--- config.mk ---
export PLATFORM = sky130hd
export DESIGN_NAME = mem_stage
export DESIGN_NICKNAME = d
export VERILOG_FILES = /design/src/rtl/mem_stage.sv
export SDC_FILE = /design/constraint.sdc
export NUM_CORES = 1
export LEC_CHECK = 0
export ABC_AREA = 1
export CORE_ASPECT_RATIO = 0.75
export CORE_MARGIN = 2
export CORE_UTILIZATION = 25
export CTS_CLUSTER_DIAMETER = 30
export DETAILED_ROUTE_END_ITERATION = 8
export HOLD_SLACK_MARGIN = 0.06
export PLACE_DENSITY = 0.55
export RECOVER_POWER = 25
export SLEW_MARGIN = 20
export SYNTH_ARGS = -nofsm -noshare
export SYNTH_HDL_FRONTEND = slang
export SYNTH_SLANG_ARGS = --single-unit
--- constraint.sdc ---
create_clock -name clk -period 21.1 [get_ports clk]
set_input_delay 4.22 -clock clk [delete_from_list [all_inputs] [get_ports clk]]
set_output_delay 4.22 -clock clk [all_outputs]
set_load 0.01 [all_outputs]
--- src/rtl/mem_stage.sv ---
// mem_stage: memory-access stage of the five-stage LoongArch pipeline.
// Registers the execute payload, captures the synchronous data-SRAM read
// result on the first occupied cycle, extracts and extends load data, and
// forwards the final result to writeback and to the decode bypass network.
//
// Ports:
//   clk, reset            core clock, synchronous active-high reset
//   ws_allowin            writeback can accept this cycle
//   ms_allowin            this stage can accept from execute
//   es_to_ms_valid/bus    execute payload (158 bits)
//   ms_to_ws_valid/bus    payload to writeback (152 bits)
//   ms_fwd_bus            {fwd_valid, blk_valid, dest[5], final_result[32]}
//   data_sram_rdata       SRAM read data, valid the cycle after the request
//   ms_flush_pipe         exception/ERTN flush from writeback
//   ms_ex                 valid syscall or ertn currently in this stage
module mem_stage (
    input  logic         clk,
    input  logic         reset,
    input  logic         ws_allowin,
    output logic         ms_allowin,
    input  logic         es_to_ms_valid,
    input  logic [157:0] es_to_ms_bus,
    output logic         ms_to_ws_valid,
    output logic [151:0] ms_to_ws_bus,
    output logic [38:0]  ms_fwd_bus,
    input  logic [31:0]  data_sram_rdata,
    input  logic         ms_flush_pipe,
    output logic         ms_ex
);

    logic         ms_valid;
    logic         ms_ready_go;
    logic [157:0] es_to_ms_bus_r;
    logic         buf_valid;
    logic [31:0]  rdata_buf;

    logic [31:0]  csr_wvalue;
    logic         ertn;
    logic         syscall;
    logic         csr_re;
    logic         csr_we;
    logic [13:0]  csr_num;
    logic [31:0]  csr_wmask;
    logic [4:0]   load_op;
    logic         res_from_mem;
    logic         gr_we;
    logic [4:0]   dest;
    logic [31:0]  es_result;
    logic [31:0]  pc;

    logic [31:0]  mem_word;
    logic [1:0]   addr;
    logic [7:0]   ld_byte;
    logic [15:0]  ld_half;
    logic [31:0]  load_data;
    logic [31:0]  final_result;

    assign {csr_wvalue, ertn, syscall, csr_re, csr_we, csr_num, csr_wmask,
            load_op, res_from_mem, gr_we, dest, es_result, pc} = es_to_ms_bus_r;

    assign ms_ready_go    = 1'b1;
    assign ms_allowin     = !ms_valid || (ms_ready_go && ws_allowin);
    assign ms_to_ws_valid = ms_valid && ms_ready_go && !ms_flush_pipe;

    always_ff @(posedge clk) begin
        if (reset) begin
            ms_valid <= 1'b0;
        end else if (ms_flush_pipe) begin
            ms_valid <= 1'b0;
        end else if (ms_allowin) begin
            ms_valid <= es_to_ms_valid;
        end
    end

    always_ff @(posedge clk) begin
        if (es_to_ms_valid && ms_allowin) begin
            es_to_ms_bus_r <= es_to_ms_bus;
        end
    end

    // The SRAM only presents read data for one cycle; hold it so a stalled
    // load keeps its result. Whenever ms_allowin is high the current
    // occupant (if any) leaves, so the buffer must not carry over.
    always_ff @(posedge clk) begin
        if (reset || ms_flush_pipe || ms_allowin) begin
            buf_valid <= 1'b0;
        end else if (ms_valid && !buf_valid) begin
            buf_valid <= 1'b1;
        end
    end

    always_ff @(posedge clk) begin
        if (ms_valid && !buf_valid && !ms_allowin) begin
            rdata_buf <= data_sram_rdata;
        end
    end

    assign mem_word = buf_valid ? rdata_buf : data_sram_rdata;
    assign addr     = es_result[1:0];

    always_comb begin
        ld_byte = 8'h00;
        case (addr)
            2'd0: ld_byte = mem_word[7:0];
            2'd1: ld_byte = mem_word[15:8];
            2'd2: ld_byte = mem_word[23:16];
            2'd3: ld_byte = mem_word[31:24];
            default: ld_byte = 8'h00;
        endcase
    end

    assign ld_half = addr[1] ? mem_word[31:16] : mem_word[15:0];

    always_comb begin
        load_data = 32'h0;
        case (1'b1)
            load_op[0]: load_data = {{24{ld_byte[7]}}, ld_byte};
            load_op[1]: load_data = {{16{ld_half[15]}}, ld_half};
            load_op[2]: load_data = mem_word;
            load_op[3]: load_data = {24'h0, ld_byte};
            load_op[4]: load_data = {16'h0, ld_half};
            default:    load_data = 32'h0;
        endcase
    end

    assign final_result = res_from_mem ? load_data : es_result;

    assign ms_to_ws_bus = {csr_wvalue, ertn, syscall, csr_re, csr_we, csr_num,
                           csr_wmask, gr_we, dest, final_result, pc};

    // blk_valid tells decode that the value is a CSR read, which is only
    // resolved in writeback, so it must stall rather than bypass.
    assign ms_fwd_bus = {ms_valid && gr_we, ms_valid && csr_re, dest, final_result};

    assign ms_ex = ms_valid && (syscall || ertn);

endmodule

=== Yosys cells after proc, flatten, opt, wreduce, memory -nomap -nowiden ===
Index checks and enable logic that the tools add are counted.
W data, S select, Z words.

* Bits in writable memories: 0
* Bits in latches: 0
* Register bits after elaboration: 192
* Memories kept: 0
* Word-level logic and storage cells: 33
* ROM bits: 0
* Output and inout port bits: 194

* Equality and inequality tests: 3
* Shift-type cells: 0
* Reduce and logical (&&, ||, !) cells: 17
* Add/sub/neg operators: 0
* Div/mod/pow operators: 0
* Bitwise operators: 0
* $mul: 0
* Magnitude comparators: 0
* Multiplexer cells: 9

{| class="wikitable"
|+ Operator list
! cell !! number
|-
| $mux W32 || 5
|-
| $mux W16 || 3
|-
| $pmux W8 S4 || 1
|-
| $logic_and A1 B1 Y1 || 7
|-
| $eq A2 B2 Y1 const B || 2
|-
| $logic_not A1 Y1 || 4
|-
| $logic_or A1 B1 Y1 || 4
|-
| $eq A2 B1 Y1 const B || 1
|-
| $logic_not A2 Y1 || 1
|-
| $reduce_or A2 Y1 || 1
|}

=== Depth between registers and ports, before layout ===
Gate-level depths: netlist (run 1).

* Depth after elaboration: 8
* Depth in mapped cells: 12
* Gate-level depth less buffers: 11

=== Worst setup path before layout (run 1) ===
Ideal clock, no wire load.

* Path kind: input to register
* Start point: input port ws_allowin
* End point: register es_to_ms_bus_r[0] (enable)
* Cell stages on the path: 2
* Library setup time: 0.681 ns
* Path buffers: 0
* Data arrival time: 10.885 ns
* Setup slack: 9.534 ns
* Cell sequence: nor2_1 -> nor2_1

* Word-level cells in the longest chain between the ends: 2

{| class="wikitable"
|+ RTL lines
! element !! RTL line !! RTL
|-
| start, declared || 19 || <nowiki>input logic ws_allowin,</nowiki>
|-
| $logic_or A1 B1 Y1 || 62 || <nowiki>assign ms_allowin = !ms_valid || (ms_ready_go && ws_allowin);</nowiki>
|-
| $logic_and A1 B1 Y1 || 76 || <nowiki>if (es_to_ms_valid && ms_allowin) begin</nowiki>
|-
| end signal, assigned || 77 || <nowiki>es_to_ms_bus_r <= es_to_ms_bus;</nowiki>
|-
| end, declared || 33 || <nowiki>logic [157:0] es_to_ms_bus_r;</nowiki>
|}

Every way passes these cells.
A chain may end at the register's enable or synchronous reset.

=== Worst setup path in the final report (run 1) ===
* Start point: input port data_sram_rdata[15]
* End point: output port ms_to_ws_bus[55]

* Word-level cells in the longest chain between the ends: 5

{| class="wikitable"
|+ RTL lines
! element !! RTL line !! RTL
|-
| start, declared || 26 || <nowiki>input logic [31:0] data_sram_rdata,</nowiki>
|-
| $mux W32 * || 98 || <nowiki>assign mem_word = buf_valid ? rdata_buf : data_sram_rdata;</nowiki>
|-
| $mux W16 || 112 || <nowiki>assign ld_half = addr[1] ? mem_word[31:16] : mem_word[15:0];</nowiki>
|-
| $mux W32 || 116 || <nowiki>case (1'b1)</nowiki>
|-
| $mux W32 * || 116 ||
|-
| $mux W32 * || 126 || <nowiki>assign final_result = res_from_mem ? load_data : es_result;</nowiki>
|-
| end, declared || 24 || <nowiki>output logic [151:0] ms_to_ws_bus,</nowiki>
|}

Mark *: on every way between the ends. The rest lies on a longest branch, timed or not.

==> run metrics, run 1 <==
status complete, no violations; fraction of synthesized cell area in xor and xnor cells 0; initial antenna violation count 13; synth unique cells 29; Worst Reg-to-Reg Cells 5; MaxCap Viol Count 0; detailed-route wire length 27.2 mm; Crit Path Class in2out; via count 6,035; Post-Syn Area 8740 um^2; fin crit period 10.78 ns; number of CTS-inserted buffers 17; vias in the first global route 6,114; DRT iter0 DRCs 530; final core occ 0.364; DRC viols 0; Longest Clk Path Bufs 2; CORE AREA 34,500 um^2; hold path depth 4; All-Layer GR Usage 0.151; CTS tree yes; Worst R2R Start ms_valid; setup TNS 0 ns; # rows 59; wire per inst 18.6 um; Slew @ Worst Pin 1.06 ns; Setup Viol. Count Final 0; CP Launch Type primary input; maximum vdd drop 45.8 uV; synth warn 0; die width 220 um; fin crit share 0.511; CP arrival 6.56 ns; Crit Path Max Fanout 25; Adder-Cell Fraction of Synth Area 0; register area share after synthesis 0.657; die height 166 um; global placement routability congestion 0.823; reg2reg setup slack 18.78 ns; mux contribution to synthesized area 0.00458; global route total overflow 0; Worst Hold Class reg2reg; nets 1,185; fin worst setup slack 10.32 ns; Power Total 0.941 mW; compound-gate portion of the synthesized area 0.0517; worst path required time 16.88 ns; buffers inserted by post-CTS timing repair 0; Reg clk slew, reported paths 0.07 ns; Critical Path Sink ms_to_ws_bus[55]; Clock Sinks 192; Mapped Cells 756; ANT nets after route 0; CTS Hold Bufs 0; TritonRoute pass-1 iters 7; Pwr Density 74.8 nW/um^2; Worst setup EP type output pin; combinational family with the most area after synthesis buffers and inverters; first-pass GRT wire length 39.8 mm; Pleak 4.69 nW; Layout area overhead 43.8%; DPL Wire Length 20.9 mm; post-cts resize count 0; most frequent cells in the layout clkdlybuf4s50_1 (244), nand2_1 (191), edfxtp_1 (190), dlygate4sd3_1 (144), nor2_1 (41); Worst Skew 0.0252 ns; post-place setup slack 10.26 ns; Worst-Skew Late Latency 0.46 ns; max-slew violation count 0; layout cell share with drive strength beyond 1 0.0658; IO buf count 388; commonest non-fill, non-tap cell in the layout clkdlybuf4s50_1; H-tree depth 4; Clk Tree Root Cell clkbuf_16; Critical Path Source data_sram_rdata[15]; DR vias/cell 4.12; headroom to the max-slew limit 0.292; final hold violation count 0; simple-gate share of the synthesized area 0.122; largest net degree at the start of global routing 63; Starting Density 0.253; Synthesized Nets 951; syn_area_per_cell 11.6 um^2; RSZ-0062 raised after global routing no; I/O pin cnt 389; Synth Register Bits 192; Max Clk Rate 92.8 MHz; Reg-to-Reg End es_to_ms_bus_r[118]; die area 36,500 um^2
-- final cells by class --
| type | instances | area [um^2] |
|---|---|---|
| fill | 3389 | 22000 |
| sequential | 192 | 5750 |
| timing repair buffer | 394 | 3930 |
| multi-input combinational | 349 | 1570 |
| tap | 457 | 572 |
| clock buffer | 18 | 429 |
| clock inverter | 14 | 181 |
| inverter | 36 | 135 |
| antenna | 4 | 10.0 |
-- where the power goes --
group          total (mW)  switching [mW]  internal [mW]
logic               0.154          0.0716         0.0821
clock network       0.339           0.167          0.172
registers           0.448         0.00619          0.442
-- cells by family after synthesis --
family | after synthesis
AND/OR/NAND/NOR | 267
buffers and inverters | 215
flip-flops | 192
AO/OA/AOI/OAI | 78
multiplexers | 4
-- synth_stat cells, drive strengths merged --
library cell,count,area [um^2]
a21oi,41,254
a31oi,2,12.5
and2,1,6.26
buf,168,1260
clkbuf,11,42.5
dfxtp,2,40.0
edfxtp,190,5710
inv,36,135
mux2i,4,40.0
nand2,194,736
nand3,19,95.1
nand4,2,18.8
nor2,45,174
nor3,1,5.00
o21ai,34,178
o21bai,1,7.51
or2,5,31.3
-- worst min-delay path by stage --
stage          slack (ns)        end     start
5_1_grt              0.78  buf_valid  ms_valid
2_1_floorplan        0.64  buf_valid  ms_valid
3_5_place_dp         0.71  buf_valid  ms_valid
4_1_cts              0.72  buf_valid  ms_valid
3_3_place_gp         0.70  buf_valid  ms_valid
6_report             0.72  buf_valid  ms_valid
-- through the flow --
step           hold WS [ns]  std cells  area [um^2]
4_1_cts               0.724       1460        12600
2_1_floorplan         0.643        756         8740
3_3_place_gp          0.697       1428        11900
6_report              0.722       1464        12600
3_5_place_dp          0.709       1428        11900
5_1_grt               0.780       1462        12600
-- layer usage --
layer  part of all wire  global-route usage  vias up  wire length [um]
li1                   -                   -     2857                 -
met1               0.39               0.176     2828             10600
met2               0.50               0.259      302             13700
met3              0.092              0.0619       36              2490
met4              0.011              0.0347       12               307
met5             0.0031                   0        -                85
-- state kept, by name, summed over array words and instances, names as in the netlist --
| signal | count |
|---|---|
| rdata_buf | 32 |
| es_to_ms_bus_r | 158 |
| buf_valid | 1 |
| ms_valid | 1 |
-- critical path: stages --
cell             delay, ns
clkdlybuf4s50_1       0.42
nand2_1               0.07
nand2_1               0.11
nand2_1               0.09
nand4_2               0.14
a21oi_4               0.74
a21oi_1               0.20
clkdlybuf4s50_1       0.55
Power figures use the tool's default switching activity.
==> run 2: changes to the inputs <==
- clock period: 21.1 -> 11.02 ns (I/O delays scaled with it)
==> run 2 against run 1 <==
Combinational power increased by 92%. Non-clock buffer count is the same. Total power rose by 90%. Sequential power grew 92%. Global-route usage decreased by 0.064 points. Clock-buffer cell count did not move. Sequential share of layout area about the same. Die area is the same. Critical path depth did not move. Core utilization is essentially flat. Critical endpoint is now ms_fwd_bus[7].
==> run metrics, run 2 (same netlist as run 1, synthesis figures left out) <==
MaxCap Viol Count 0; DR vias/cell 4.15; CP arrival 4.57 ns; max-slew violation count 0; Pwr Density 142 nW/um^2; Longest Clk Path Bufs 2; DRC viols 0; detailed-route wire length 27.3 mm; Worst-Skew Late Latency 0.44 ns; Layout area overhead 43.8%; reg2reg setup slack 8.67 ns; most frequent cells in the layout clkdlybuf4s50_1 (244), nand2_1 (191), edfxtp_1 (190), dlygate4sd3_1 (144), nor2_1 (41); CP Launch Type primary input; Setup Viol. Count Final 0; Reg with most FFs es_to_ms_bus_r; Clock Sinks 192; wire per inst 18.6 um; final hold violation count 0; H-tree depth 4; All-Layer GR Usage 0.151; met1 wire length 10.3 mm; worst path required time 8.82 ns; # rows 59; CTS tree yes; Crit Path Max Fanout 25; Reg clk slew, reported paths 0.08 ns; Pleak 4.68 nW; buffers inserted by post-CTS timing repair 0; Worst Hold Class reg2reg; top flop regs es_to_ms_bus_r: 158 flops, rdata_buf: 32 flops; CTS Hold Bufs 0; switching fraction of total power 0.265; Max Clk Rate 148 MHz; RSZ-0062 raised after global routing no; I/O pin cnt 389; Inst Count DP 1,428; initial antenna violation count 15; post-cts resize count 0; Starting Density 0.253; fin crit share 0.614; Switching Power 0.473 mW; status complete, no violations; met3 routed WL 2.68 mm; first-pass GRT wire length 39.6 mm; ANT nets after route 0; Worst setup EP type output pin; maximum vdd drop 93.6 uV; Crit Path Class in2out; largest net degree at the start of global routing 75; DRT iter0 DRCs 386; via count 6,091; Logic pwr share 0.165; IO buf count 388; top sig layer met5; fin crit period 6.77 ns; setup TNS 0 ns; part of the power in registers 0.480; die height 166 um; routed length on met2 13.7 mm; Slew @ Worst Pin 1.01 ns; DPL Wire Length 20.9 mm; Int Power 1.31 mW; global route total overflow 0; final std cells w/o fill 1,466; die area 36,500 um^2; layout cell share with drive strength beyond 1 0.0658; headroom to the max-slew limit 0.328; Clk Tree Root Cell clkbuf_16; die width 220 um; nets 1,185; vias in the first global route 6,068; number of CTS-inserted buffers 17; CORE AREA 34,500 um^2; Worst Skew 0.0141 ns; max FFs per register 158; global placement routability congestion 0.819; Clk pwr share 0.355; TritonRoute pass-1 iters 6; WHS 0.721 ns; commonest non-fill, non-tap cell in the layout clkdlybuf4s50_1
[run 2: power groups by stage]
stage	sequential, mW	clock, mW	combinational, mW
finish	0.858	0.634	0.295
global route	0.862	0.690	0.317
CTS	0.859	0.663	0.310
detailed placement	0.875	0	0.308
global placement	0.874	0	0.307
floorplan	0.878	0	0.153
[run 2: critical path, stage by stage]
cell and delay, ns:
clkdlybuf4s50_1 0.43, inv_1 0.06, nand2_1 0.06, nand3_1 0.12, nand4_2 0.15, a21oi_4 0.78
a21oi_1 0.22, clkdlybuf4s50_1 0.53
[run 2: routing by layer]
| layer | vias to the layer above | track usage |
|---|---|---|
| met5 | - | 0 |
| met4 | 10 | 0.0479 |
| met3 | 37 | 0.0610 |
| met2 | 313 | 0.256 |
| met1 | 2873 | 0.172 |
| li1 | 2858 | - |
[run 2: cell type report]
| class | instances | area, um^2 |
|---|---|---|
| clock inverters | 14 | 180 |
| multi-input cells | 349 | 1570 |
| diodes | 6 | 15.0 |
| inverters | 36 | 135 |
| clock buffers | 18 | 429 |
| fillers | 3416 | 22000 |
| flip-flops and latches | 192 | 5750 |
| well taps | 457 | 572 |
| repair buffers | 394 | 3930 |
[run 2: path summary, 6_finish.rpt]
check | from | to | cells past startpoint
min | ms_valid | buf_valid | 4
max | data_sram_rdata[7] | ms_fwd_bus[7] | 8
min reg2reg | ms_valid | buf_valid | 4
max reg2reg | ms_valid | es_to_ms_bus_r[29] | 5
[run 2: per-stage QoR]
step / power [mW] / cell area [um^2] / setup slack (ns) / utilization
after global routing: 1.87 / 12600 / 4.01 / 0.364
after detailed placement: 1.18 / 11900 / 4.22 / 0.346
after floorplan: 1.03 / 8740 / 1.47 / -
final: 1.79 / 12600 / 4.25 / 0.364
after global placement: 1.18 / 11900 / 4.25 / 0.346
after CTS: 1.83 / 12600 / 4.22 / 0.364
==> run 3: changes to the inputs <==
- PLACE_DENSITY: 0.55 -> 0.56
- clock period: 11.02 -> 5.8 ns (I/O delays scaled with it)
==> run 3 against run 2 <==
First-iteration DRC count up 40%. Global-route usage barely moved. Hold slack got worse by 0.0039 ns. Critical path type is now reg2out. Register-to-register slack worse by 4.5 ns.
==> run metrics, run 3 (same netlist as run 1, synthesis figures left out) <==
DRT iter0 DRCs 541; DRC viols 0; global route total overflow 0; Worst-Skew Late Latency 0.44 ns; DR vias/cell 4.10; headroom to the max-slew limit 0.502; post-place instance area 12,000 um^2; hold path depth 4; All-Layer GR Usage 0.151; met1 GRT Util 0.166; Worst Skew 0.00676 ns; GR peak layer met2; nets 1,186; Worst R2R Start ms_valid; Layout area overhead 44.2%; number of CTS-inserted buffers 17; Longest Clk Path Bufs 2; die width 220 um; fin crit period 4.76 ns; final instance area 12,600 um^2; initial antenna violation count 14; detailed-route wire length 27.3 mm; layout cell share with drive strength beyond 1 0.0667; final std cells w/o fill 1,466; via count 6,004; CORE AREA 34,500 um^2; max-slew violation count 0; CP Launch Type flop; Reg clk slew, reported paths 0.08 ns; DPL Wire Length 21.0 mm; Clock Sinks 192; Reg with most FFs es_to_ms_bus_r; H-tree depth 4; Power Total 3.43 mW; switching fraction of total power 0.268; M3 GR Usage 0.0736; largest net degree at the start of global routing 110; reg2reg setup slack 4.13 ns; TritonRoute pass-1 iters 5; most frequent cells in the layout clkdlybuf4s50_1 (244), nand2_1 (191), edfxtp_1 (190), dlygate4sd3_1 (144), nor2_1 (41); I/O pin cnt 389; fin crit share 0.821; commonest non-fill, non-tap cell in the layout clkdlybuf4s50_1; post-cts resize count 0; CTS tree yes; Pwr Density 272 nW/um^2; Inst Count DP 1,429; MaxCap Viol Count 0; Clk Tree Root Cell clkbuf_16; Pleak 4.70 nW; worst path required time 4.64 ns; final hold violation count 0; status complete, no violations; Starting Density 0.253; Crit Path Class reg2out; Slew @ Worst Pin 0.740 ns; first-pass GRT wire length 39.6 mm; global placement routability congestion 0.834; top flop regs es_to_ms_bus_r: 158 flops, rdata_buf: 32 flops; met2 Usage GRT 0.263; Int Power 2.51 mW; CTS Hold Bufs 0; max FFs per register 158; Setup Viol. Count Final 0; part of the power in registers 0.476; die area 36,500 um^2; wire per inst 18.6 um; Logic pwr share 0.164; ANT nets after route 0; IO buf count 388; # rows 59; RSZ-0062 raised after global routing no; Hold Path End buf_valid; die height 166 um; Clk pwr share 0.360; Switching Power 0.919 mW; Worst setup EP type output pin; Max Clk Rate 210 MHz; Reg-to-Reg End rdata_buf[10]; hold path start ms_valid; vias in the first global route 6,110; maximum vdd drop 246 uV; setup TNS 0 ns; Worst Reg-to-Reg Cells 5; CP arrival 3.60 ns; Worst Hold Class reg2reg; buffers inserted by post-CTS timing repair 0; Crit Path Max Fanout 23
-- run 3: cell type report --
| class | instances | area, um^2 |
|---|---|---|
| Sequential cell | 192 | 5750 |
| Fill cell | 3453 | 21900 |
| Multi-Input combinational cell | 349 | 1570 |
| Tap cell | 457 | 572 |
| Timing Repair Buffer | 395 | 3950 |
| Clock buffer | 17 | 425 |
| Inverter | 36 | 135 |
| Clock inverter | 15 | 199 |
| Antenna cell | 5 | 12.5 |
-- run 3: metrics by stage --
stage	setup WS (ns)	hold slack, ns	utilization
after CTS	1.04	0.715	0.365
after global placement	1.21	0.689	0.346
after floorplan	0.0387	0.654	-
after global routing	0.794	0.769	0.365
final	1.04	0.717	0.365
after detailed placement	1.16	0.703	0.346
-- run 3: metal layers --
metal | up-vias | wire, um
met2 | 277 | 14000
li1 | 2859 | -
met4 | 14 | 371
met1 | 2826 | 9890
met3 | 28 | 2890
met5 | - | 94
-- run 3: worst max path at each step --
| stage | slack, ns | start | cells after the start | endpoint |
|---|---|---|---|---|
| finish | 1.04 | es_to_ms_bus_r[33] | 8 | ms_to_ws_bus[39] |
| global route | 0.79 | es_to_ms_bus_r[33] | 8 | ms_fwd_bus[7] |
| CTS | 1.04 | es_to_ms_bus_r[33] | 8 | ms_to_ws_bus[39] |
| detailed placement | 1.16 | data_sram_rdata[31] | 10 | ms_to_ws_bus[57] |
| global placement | 1.21 | data_sram_rdata[15] | 10 | ms_fwd_bus[24] |
| floorplan | 0.04 | es_to_ms_valid | 2 | es_to_ms_bus_r[0] |
-- run 3: critical path, stage by stage (launching register included) --
cell	delay, ns
edfxtp_1	0.76
inv_1	0.52
nor2_1	0.45
nand2_1	0.12
nand4_2	0.12
a21oi_4	0.07
buf_4	0.25
a21oi_1	0.27
clkdlybuf4s50_1	0.59
-- run 3: power groups by stage --
stage	Clock [mW]	Sequential, mW	Combinational, mW
2_1_floorplan	0	1.66	0.290
3_3_place_gp	0	1.66	0.585
3_5_place_dp	0	1.66	0.588
4_1_cts	1.29	1.63	0.590
5_1_grt	1.35	1.64	0.605
6_report	1.23	1.63	0.562
